--- src/rtl/fsqrt_arbiter.sv ---
// Round-robin arbiter sharing one fixed-latency fsqrt pipeline between two requesters.
// The optional performance counters are enabled with `define FSQRT_ARB_PERF_EN.
module fsqrt_arbiter #(
    parameter int unsigned LAT   = 5,
    parameter int unsigned DEPTH = 8,
    parameter int unsigned TAG_W = 4
) (
`ifdef FSQRT_ARB_PERF_EN
    output logic [31:0]      perf_issue0,
    output logic [31:0]      perf_issue1,
    output logic [31:0]      perf_stall,
`endif
    input  logic             clk,
    input  logic             rstn,
    input  logic             req0_valid,
    output logic             req0_ready,
    input  logic [31:0]      req0_data,
    input  logic [TAG_W-1:0] req0_tag,
    input  logic             req1_valid,
    output logic             req1_ready,
    input  logic [31:0]      req1_data,
    input  logic [TAG_W-1:0] req1_tag,
    output logic [31:0]      fsqrt_s,
    input  logic [31:0]      fsqrt_d,
    output logic             resp_valid,
    input  logic             resp_ready,
    output logic [31:0]      resp_data,
    output logic             resp_src,
    output logic [TAG_W-1:0] resp_tag
);

    localparam int unsigned PTR_W = $clog2(DEPTH);
    localparam int unsigned CNT_W = $clog2(DEPTH + 1);
    localparam int unsigned INF_W = $clog2(LAT + 1);
    localparam int unsigned OCC_W = $clog2(LAT + DEPTH + 1);

    typedef struct packed {
        logic             vld;
        logic             src;
        logic [TAG_W-1:0] tag;
    } dl_t;

    typedef struct packed {
        logic [31:0]      data;
        logic             src;
        logic [TAG_W-1:0] tag;
    } ent_t;

    dl_t              dl_q [LAT];
    ent_t             mem_q [DEPTH];
    logic [PTR_W-1:0] wr_q, rd_q;
    logic [CNT_W-1:0] cnt_q;
    logic [INF_W-1:0] inf_q;
    logic             rr_q;   // 1: requester 1 wins a tie
    logic             run_q;  // holds grants off until the first edge after reset

    logic             credit_ok, gnt0, gnt1, issue, retire, pop, empty;
    logic [OCC_W-1:0] occ;
    dl_t              dl_in;
    ent_t             push_e, head;

    // Credit check and round-robin grant
    always_comb begin
        occ       = OCC_W'(inf_q) + OCC_W'(cnt_q);
        credit_ok = (occ < OCC_W'(DEPTH));
        gnt0      = 1'b0;
        gnt1      = 1'b0;
        if (run_q && credit_ok) begin
            if (req0_valid && req1_valid) begin
                gnt0 = !rr_q;
                gnt1 = rr_q;
            end else begin
                gnt0 = req0_valid;
                gnt1 = req1_valid;
            end
        end
        issue  = gnt0 | gnt1;
        retire = dl_q[LAT-1].vld;
        empty  = (cnt_q == '0);
        pop    = !empty && resp_ready;

        dl_in.vld = issue;
        dl_in.src = gnt1;
        dl_in.tag = gnt1 ? req1_tag : req0_tag;

        push_e.data = fsqrt_d;
        push_e.src  = dl_q[LAT-1].src;
        push_e.tag  = dl_q[LAT-1].tag;

        head = mem_q[rd_q];
    end

    assign req0_ready = gnt0;
    assign req1_ready = gnt1;
    assign fsqrt_s    = gnt0 ? req0_data : (gnt1 ? req1_data : 32'h0);
    assign resp_valid = !empty;
    assign resp_data  = empty ? 32'h0 : head.data;
    assign resp_src   = empty ? 1'b0 : head.src;
    assign resp_tag   = empty ? '0 : head.tag;

    always_ff @(posedge clk or negedge rstn) begin
        if (!rstn) begin
            for (int unsigned i = 0; i < LAT; i++) begin
                dl_q[i] <= '0;
            end
            wr_q  <= '0;
            rd_q  <= '0;
            cnt_q <= '0;
            inf_q <= '0;
            rr_q  <= 1'b0;
            run_q <= 1'b0;
        end else begin
            run_q   <= 1'b1;
            dl_q[0] <= dl_in;
            for (int unsigned i = 1; i < LAT; i++) begin
                dl_q[i] <= dl_q[i-1];
            end
            if (issue) begin
                rr_q <= gnt0;
            end
            if (issue && !retire) begin
                inf_q <= inf_q + INF_W'(1);
            end else if (!issue && retire) begin
                inf_q <= inf_q - INF_W'(1);
            end
            if (retire) begin
                wr_q <= wr_q + PTR_W'(1);
            end
            if (pop) begin
                rd_q <= rd_q + PTR_W'(1);
            end
            if (retire && !pop) begin
                cnt_q <= cnt_q + CNT_W'(1);
            end else if (!retire && pop) begin
                cnt_q <= cnt_q - CNT_W'(1);
            end
        end
    end

    // Result storage needs no reset; the head is masked while the FIFO is empty
    always_ff @(posedge clk) begin
        if (retire) begin
            mem_q[wr_q] <= push_e;
        end
    end

    a_no_overflow: assert property (@(posedge clk) disable iff (!rstn)
        !(retire && !pop && (cnt_q == CNT_W'(DEPTH))));

`ifdef FSQRT_ARB_PERF_EN
    // Saturating activity counters
    always_ff @(posedge clk or negedge rstn) begin
        if (!rstn) begin
            perf_issue0 <= 32'h0;
            perf_issue1 <= 32'h0;
            perf_stall  <= 32'h0;
        end else begin
            if (gnt0 && (perf_issue0 != 32'hFFFF_FFFF)) begin
                perf_issue0 <= perf_issue0 + 32'd1;
            end
            if (gnt1 && (perf_issue1 != 32'hFFFF_FFFF)) begin
                perf_issue1 <= perf_issue1 + 32'd1;
            end
            if ((req0_valid || req1_valid) && !credit_ok && (perf_stall != 32'hFFFF_FFFF)) begin
                perf_stall <= perf_stall + 32'd1;
            end
        end
    end
`endif

endmodule

--- config.mk ---
export PLATFORM = sky130hd
export DESIGN_NAME = fsqrt_arbiter
export DESIGN_NICKNAME = d
export VERILOG_FILES = /design/src/rtl/fsqrt_arbiter.sv
export SDC_FILE = /design/constraint.sdc
export NUM_CORES = 1
export LEC_CHECK = 0
export CAP_MARGIN = 20
export CORE_ASPECT_RATIO = 0.9
export CORE_UTILIZATION = 59
export DETAILED_ROUTE_END_ITERATION = 8
export PLACE_DENSITY = 0.88
export SYNTH_ARGS = -nofsm -noshare
export SYNTH_HDL_FRONTEND = slang
export SYNTH_SLANG_ARGS = --single-unit
--- constraint.sdc ---
create_clock -name clk -period 9.85 [get_ports clk]
set_input_delay 0.985 -clock clk [delete_from_list [all_inputs] [get_ports clk]]
set_output_delay 0.985 -clock clk [all_outputs]
set_load 0.05 [all_outputs]
# Yosys cells after proc, flatten, opt, wreduce, memory -nomap -nowiden

Memory sizes are Yosys's and may differ from the RTL's.
Index checks and enable logic that the tools add are counted.

Order comparisons: 1
$add $sub $neg: 7
Muxes and demuxes: 16
Bitwise operators: 1
Reduce and logical (&&, ||, !) cells: 15

Operators by type and width:

| kind                | count |
|---|---|
| $mux 32             | 3 |
| $mux 4              | 4 |
| $add 3x1->3 const B | 3 |
| $logic_and 1x1->1   | 7 |
| $mux 1              | 7 |
| $mux 3              | 2 |
| $logic_not 1->1     | 5 |
| $add 3x4->4         | 1 |
| $add 4x1->4 const B | 1 |
| $logic_not 4->1     | 1 |
| $lt 4x4->1 const B  | 1 |
| $reduce_bool 2->1   | 2 |
| $sub 4x1->4 const B | 1 |
| $sub 3x1->3 const B | 1 |
| $or 1x1->1          | 1 |

Logic and storage cells: 62
Memories kept: 1
Input port bits: 109
Bits in writable memories: 296
Bits in registers: 45

Memories:

| name  | words | width | read ports | clocked after Yosys merged registers in | wr ports | RTL line | text |
|---|---|---|---|---|---|---|---|
| mem_q | 8     | 37    | 1          | 0                                       | 1        | 50       | `ent_t mem_q [DEPTH];` |

# Depth between registers and ports, before layout

Gate-level depths: netlist of run 1.

Depth after elaboration: 9
Mapped depth: 12
Gate-level depth less buffers: 11

# Worst setup path before layout of run 1

OpenSTA, ideal clock, no wires.

Path kind: register to register
From: register wr_q[2]
To: memory mem_q[0][0] (netlist name), enable pin
Arrival time: 3.115 ns
Path slack: 6.258 ns
Period minus slack after synthesis: 3.592 ns
Data required time: 9.373 ns
Setup time: 0.477 ns
Stages on the path, launching flop included: 3
Cells stage by stage: dfrtp_1 -> nand2b_1 -> nor3_1

RTL lines:

| what                   | RTL line | text |
|---|---|---|
| start, declared        | 51       | `logic [PTR_W-1:0] wr_q, rd_q;` |
| start signal, assigned | 127      | `wr_q <= wr_q + PTR_W'(1);` |
| end, declared          | 50       |  |

Straight into the memory's write port.

# Worst setup path after layout of run 1

From: register rd_q[0]
To: output port resp_data[31]

Word-level cells in the longest chain between the ends: 2

Ends and longest elaborated chain:

| what                   | RTL line | text |
|---|---|---|
| start, declared        | 51       |  |
| start signal, assigned | 130      | `rd_q <= rd_q + PTR_W'(1);` |
| $mem_v2 8x37           | --       |  |
| $mux 32                | 97       | `assign resp_data = empty ? 32'h0 : head.data;` |
| end, declared          | 27       | `output logic [31:0] resp_data,` |

Every way passes these cells.

==> impl_metrics.json, run 1 <==
{
  "finalCoreUtilization_pct": 76.2,
  "timing.critical_path.required_ns": 8.87,
  "global_route_wire_length_before_repair_mm": 42.7,
  "combinationalPowerShare_pct": 39.5,
  "clockRootBuffer": "sky130_fd_sc_hd__clkbuf_16",
  "slew_viol_final": 0,
  "p_seq_share_pct": 36.2,
  "crit_path_start_kind": "flop",
  "timing_hold_violations_final": 0,
  "die_x_um": 160,
  "postCtsSetupBuffers": 0,
  "finish.net_count": 950,
  "fin_setup_tns_ns": 0,
  "power.net_switching_mw": 1.98,
  "inserted_clock_buffers": 34,
  "layout-area-overhead-vs-synth_pct": 25.7,
  "drc_violation_count_after_routing": 0,
  "worst_setup_hold_path_clk_slew_ns": 0.06,
  "crit-reg2reg-launch": "cnt_q[3]",
  "die_y_um": 144,
  "synthFlopType": "sky130_fd_sc_hd__edfxtp_1",
  "antenna_left": 0,
  "period_share_pct": 48.7,
  "floorplan.initialDensity_pct": 60.6,
  "netlist_instances": 631,
  "clkLatencyLatePin_ns": 0.50,
  "max_cap_viol_count": 0,
  "critical_path.startpoint": "rd_q[0]",
  "timing.setup.critical_path_class": "reg -> out",
  "setup.worst_path.end_class": "output pin",
  "worst_pin_slew_ns": 1.11,
  "worst_hold_path_type": "in -> async",
  "r2r_setup_slack_ns": 6.43,
  "synthesis.area_um2": 13200,
  "clock_power_share_pct": 24.3,
  "synth_area_leaders": "sky130_fd_sc_hd__edfxtp_1 67%, sky130_fd_sc_hd__mux4_2 13%, sky130_fd_sc_hd__dfrtp_1 8.5%",
  "powerDensity_nw_per_um2": 326,
  "cell_internal_pwr_mw": 3.44,
  "totalWireLength_mm": 28.3,
  "gpl.final_weighted_congestion": 0.842,
  "grt_max_degree": 77,
  "r2r_end": "cnt_q[3]",
  "crit_slowest_cell": "sky130_fd_sc_hd__dfrtp_4",
  "number_of_cells_upsized_or_downsized_after_cts": 0,
  "grt_overflow": 0,
  "number_of_vias_in_the_routed_layout": 6912,
  "yosysUniqueCellTypes": 37,
  "placed_cells": 1084,
  "grt_pass1_vias": 7573,
  "power.switching_fraction_pct": 36.5,
  "ioPinCount": 181,
  "fmax_mhz": 209,
  "max-vdd-ir-drop_mv": 0.209,
  "commonest_cells_in_the_synthesized_netlist": "296 x sky130_fd_sc_hd__edfxtp_1, 74 x sky130_fd_sc_hd__mux4_2, 45 x sky130_fd_sc_hd__dfrtp_1",
  "firstDrtPassIters": 5,
  "portBuffers": 180,
  "drt-wirelength-per-cell_um": 24.6,
  "critical_path.cell_chain": "buf_4 > mux4_2 > mux2i_1 > nor2_1 > clkdlybuf4s50_1",
  "clockBufferDepth": 3,
  "tritoncts": "built",
  "critical_path.max_fanout": 46,
  "synth.largest_area_cell": "sky130_fd_sc_hd__edfxtp_1",
  "syn_nets": 750,
  "ys_ff_latch": 341,
  "core.rowCount": 51,
  "crit_path_max_incr_delay_ns": 0.81,
  "yosysMostFrequentCell": "sky130_fd_sc_hd__edfxtp_1",
  "core-area_um2": 21800,
  "leakage_power_total_nw": 5.70,
  "synth_edf_count": 296,
  "timing.reg2reg.worst_path_depth": 10,
  "drive_gt1_share_pct": 19.4,
  "clock_sink_count": 341,
  "run_status": "complete, no violations",
  "post_layout_nonfiller_instances": 1148,
  "setup_viol": 0,
  "timing.slew.headroom_pct": 25.7,
  "final_period_minus_worst_setup_slack_ns": 4.79,
  "hpwlAfterDp_mm": 16.6,
  "cts-hold-fix-buffers": 0,
  "synthesis.area_per_instance_um2": 21.0,
  "synth.top_cell.area_share_pct": 67.2,
  "grt_setup_unrepaired": "false",
  "async_reset_ff_share_pct": 13.2,
  "ctsHtreeMaxLevel": 2,
  "route.detailed.vias_per_inst": 6.02,
  "synth_seq_area_share_pct": 75.7,
  "antenna_found_initial": 1,
  "globalRouteTotalUtil_pct": 25.6,
  "dieArea_um2": 23000,
  "data_arrival_time_of_the_critical_path_ns": 3.81,
  "synthesis.yosys.warnings": 0,
  "first_iter_violations": 587,
  "fin_skew_ns": 0.0121
}
==> flip-flops by register name (all words and copies together), names as in the netlist <==
| signal | count |
|---|---|
| mem_q | 296 |
| rd_q | 3 |
| run_q | 1 |
| cnt_q | 4 |
| wr_q | 3 |
| inf_q | 3 |
| retire | 1 |
| rr_q | 1 |
| dl_q | 29 |
==> layer usage <==
| metal | wire (µm) | vias to the layer above | global-route usage, % |
|---|---|---|---|
| met5 | 0 | - | 0 |
| met4 | 792 | 0 | 9.57 |
| met3 | 1640 | 57 | 4.27 |
| met2 | 15300 | 310 | 47.2 |
| met1 | 10600 | 3574 | 30.6 |
| li1 | - | 2971 | - |
==> power by group through the flow <==
stage          Clock (mW)  Sequential, mW  Combinational [mW]
6_report             1.32            1.96                2.14
5_1_grt              1.39            1.98                2.25
4_1_cts              1.34            1.96                2.15
3_5_place_dp            0            1.99                2.13
3_3_place_gp            0            1.97                2.08
2_1_floorplan           0            1.85                1.58
==> worst max-delay path: cells and delay by family (launching register included) <==
kind | cells | cell delay (ns)
buf+inv | 2 | 1.54
flops | 1 | 0.81
mux | 2 | 0.82
simple gates | 1 | 0.10
==> layout make-up <==
cell class / count / area [µm²]
flip-flops and latches: 341 / 10000
repair buffers: 196 / 1950
inverters: 5 / 18.8
fillers: 1198 / 5200
clock buffers: 46 / 978
clock inverters: 15 / 176
diodes: 1 / 2.50
well taps: 291 / 364
multi-input cells: 253 / 3110
==> cells by family after synthesis <==
family	synth area share (%)
flip-flops	75.7
multiplexers	16.5
AND/OR/NAND/NOR	2.19
AO/OA/AOI/OAI	2.66
buffers and inverters	1.29
adder cells (fa/ha/maj)	1.06
XOR/XNOR	0.596
other	0.0284
==> stage by stage <==
stage | worst slack [ns] | hold WS (ns) | power [mW] | cell area [µm²]
after floorplan | 6.26 | 0.331 | 3.43 | 13200
after global placement | 5.35 | 0.332 | 4.04 | 15400
after detailed placement | 5.24 | 0.335 | 4.12 | 15400
after CTS | 4.91 | 0.347 | 5.46 | 16600
after global routing | 4.76 | 0.287 | 5.62 | 16600
final | 5.06 | 0.292 | 5.42 | 16600
==> cells in the final DEF (no fill, tap or decap), drive strengths merged, types with 2 or more instances in the layout <==
| cell | instances |
|---|---|
| mux2 | 8 |
| nor3 | 5 |
| nand2b | 4 |
| inv | 6 |
| fa | 2 |
| mux4 | 74 |
| clkinv | 9 |
| a21oi | 2 |
| bufinv | 4 |
| mux2i | 40 |
| ha | 8 |
| a22o | 32 |
| nor2 | 44 |
| clkdlybuf4s50 | 179 |
| nand3 | 3 |
| buf | 17 |
| xor2 | 3 |
| clkbuf | 46 |
| xnor2 | 6 |
| nand2 | 9 |
| o21ai | 2 |
| edfxtp | 296 |
| dfrtp | 45 |
==> worst max-delay path by stage <==
stage / to / cells past startpoint
after CTS: resp_data[31] / 5
after floorplan: mem_q[0][0] / 2
after global placement: fsqrt_s[0] / 6
after detailed placement: fsqrt_s[22] / 6
after global routing: resp_data[31] / 5
final: resp_data[31] / 5
(Power assumes the default switching activity.)
==> run 2, diff against run 1 <==
- CORE_UTILIZATION: 59 -> 55
- PLACE_DENSITY: 0.88 -> 0.83
- clock period: 9.85 -> 4.9 ns (I/O delays scaled with it)
==> run 2 against run 1 <==
  * The flow now finishes with violations (design-rule violations)
  * First-iteration DRC count grew 25%
  * Non-clock buffer count grew 2
  * Final area grew 0.58%
  * Setup slack lost 4.1 ns
  * Die area grew 7.2%
  * Largest cell class unchanged
  * Largest power group unchanged
==> impl_metrics.json, run 2 (same netlist as run 1, synthesis figures left out) <==
{
  "crit_path_start_kind": "flop",
  "timing.slew.headroom_pct": 25.4,
  "portBuffers": 180,
  "grt_setup_unrepaired": "false",
  "max-vdd-ir-drop_mv": 0.307,
  "ioPinCount": 181,
  "power.net_switching_mw": 4.00,
  "drc_violation_count_after_routing": 16,
  "tritoncts": "built",
  "globalRouteTotalUtil_pct": 23.8,
  "timing_hold_violations_final": 0,
  "postCtsSetupBuffers": 0,
  "first_iter_violations": 731,
  "setup_viol": 0,
  "period_share_pct": 80.8,
  "final_common_cell": "sky130_fd_sc_hd__edfxtp_1",
  "worst_pin_slew_ns": 1.12,
  "drt-wirelength-per-cell_um": 24.6,
  "cell_internal_pwr_mw": 7.04,
  "core.rowCount": 53,
  "crit_path_max_incr_delay_ns": 0.99,
  "slew_viol_final": 0,
  "fin_setup_tns_ns": 0,
  "grt_max_degree": 77,
  "clockRootBuffer": "sky130_fd_sc_hd__clkbuf_16",
  "timing.setup.critical_path_class": "reg -> out",
  "leakage_power_total_nw": 5.74,
  "data_arrival_time_of_the_critical_path_ns": 3.47,
  "fin_total_pwr_mw": 11.0,
  "power.switching_fraction_pct": 36.2,
  "clkLatencyLatePin_ns": 0.52,
  "antenna_left": 0,
  "max_cap_viol_count": 0,
  "timing.critical_path.required_ns": 4.41,
  "grt_overflow": 0,
  "powerDensity_nw_per_um2": 660,
  "violations": "design-rule violations",
  "gpl.final_weighted_congestion": 0.871,
  "inserted_clock_buffers": 34,
  "critical_path.max_fanout": 42,
  "largest_register_ffs": 296,
  "crit_slowest_cell": "sky130_fd_sc_hd__dfrtp_4",
  "clockBufferDepth": 3,
  "fmax_mhz": 253,
  "die_y_um": 149,
  "hpwlAfterDp_mm": 16.3,
  "finish.net_count": 952,
  "clock_sink_count": 341,
  "fin_skew_ns": 0.0181,
  "core-area_um2": 23500,
  "global_route_wire_length_before_repair_mm": 42.2,
  "floorplan.initialDensity_pct": 56.3,
  "most-common-layout-cells": "296 x sky130_fd_sc_hd__edfxtp_1, 179 x sky130_fd_sc_hd__clkdlybuf4s50_1, 74 x sky130_fd_sc_hd__mux4_2, 42 x sky130_fd_sc_hd__dfrtp_1",
  "antenna_found_initial": 1,
  "dieArea_um2": 24700,
  "layout-area-overhead-vs-synth_pct": 26.5,
  "combinationalPowerShare_pct": 38.3,
  "number_of_vias_in_the_routed_layout": 6857,
  "number_of_cells_upsized_or_downsized_after_cts": 0,
  "drive_gt1_share_pct": 20.0,
  "run_status": "complete, but fails checks",
  "critical_path.cell_chain": "buf_12 > mux4_2 > mux2i_1 > nor2_1 > clkdlybuf4s50_1",
  "finalCoreUtilization_pct": 71.2,
  "reg.largest.list": "mem_q x296, dl_q x29, cnt_q x4",
  "ctsHtreeMaxLevel": 2,
  "cts-hold-fix-buffers": 0,
  "p_seq_share_pct": 36.5,
  "die_x_um": 165,
  "route.detailed.vias_per_inst": 5.91,
  "setup.worst_path.end_class": "output pin",
  "regMostFlops": "mem_q",
  "firstDrtPassIters": 6,
  "final_period_minus_worst_setup_slack_ns": 3.96,
  "clock_power_share_pct": 25.3,
  "worst_setup_hold_path_clk_slew_ns": 0.06,
  "totalWireLength_mm": 28.5,
  "worst_hold_path_type": "in -> async",
  "grt_pass1_vias": 7358
}
run 2: power groups by stage:
stage	Clock, mW	Sequential (mW)	Combinational [mW]
2_1_floorplan	0	3.72	3.17
3_3_place_gp	0	4.04	4.12
3_5_place_dp	0	4.08	4.20
4_1_cts	2.82	4.03	4.25
5_1_grt	2.92	4.08	4.45
6_report	2.79	4.02	4.23
run 2: worst paths after layout:
path	from	endpoint	slack [ns]	cells past startpoint
worst max-delay path	rd_q[0]	resp_data[22]	0.94	5
worst min-delay path	rstn	dl_q[22]	0.33	2
worst max register to register	cnt_q[3]	cnt_q[3]	1.60	10
worst min register to register	dl_q[16]	dl_q[10]	0.34	0
max in group asynchronous	rstn	rd_q[0]	4.13	3
min in group clk	dl_q[16]	dl_q[10]	0.34	0
run 2: per-stage QoR:
| stage | instances | worst slack [ns] | instance area [µm²] | hold WS [ns] |
|---|---|---|---|---|
| 4_1_cts | 1157 | 0.600 | 16700 | 0.188 |
| 2_1_floorplan | 631 | 1.31 | 13200 | 0.194 |
| 3_3_place_gp | 1096 | 1.25 | 15500 | 0.332 |
| 6_report | 1161 | 0.940 | 16700 | 0.331 |
| 5_1_grt | 1161 | 0.703 | 16700 | 0.348 |
| 3_5_place_dp | 1096 | 1.16 | 15500 | 0.335 |
run 2: critical path: cells and delay by family, from the launching register on:
family	cells	cell delay (ns)
flops	1	0.99
simple gates	1	0.06
mux	2	0.79
buf+inv	2	1.08
run 2: final cells by class:
cell class                 instances  area (µm²)
clock inverter                    20         287
fill                            1400        6750
multi-input combinational        253        3110
timing repair buffer             198        1970
antenna                            1        2.50
tap                              302         378
sequential                       341       10000
clock buffer                      41         928
inverter                           5        18.8
run 2: metal layers:
metal	vias to the layer above	part of all wire, %	GRT usage, %
met4	0	2.7	8.50
met5	-	0	0
met3	50	6.9	3.92
met1	3512	37	29.0
met2	326	53	42.7
li1	2969	-	-
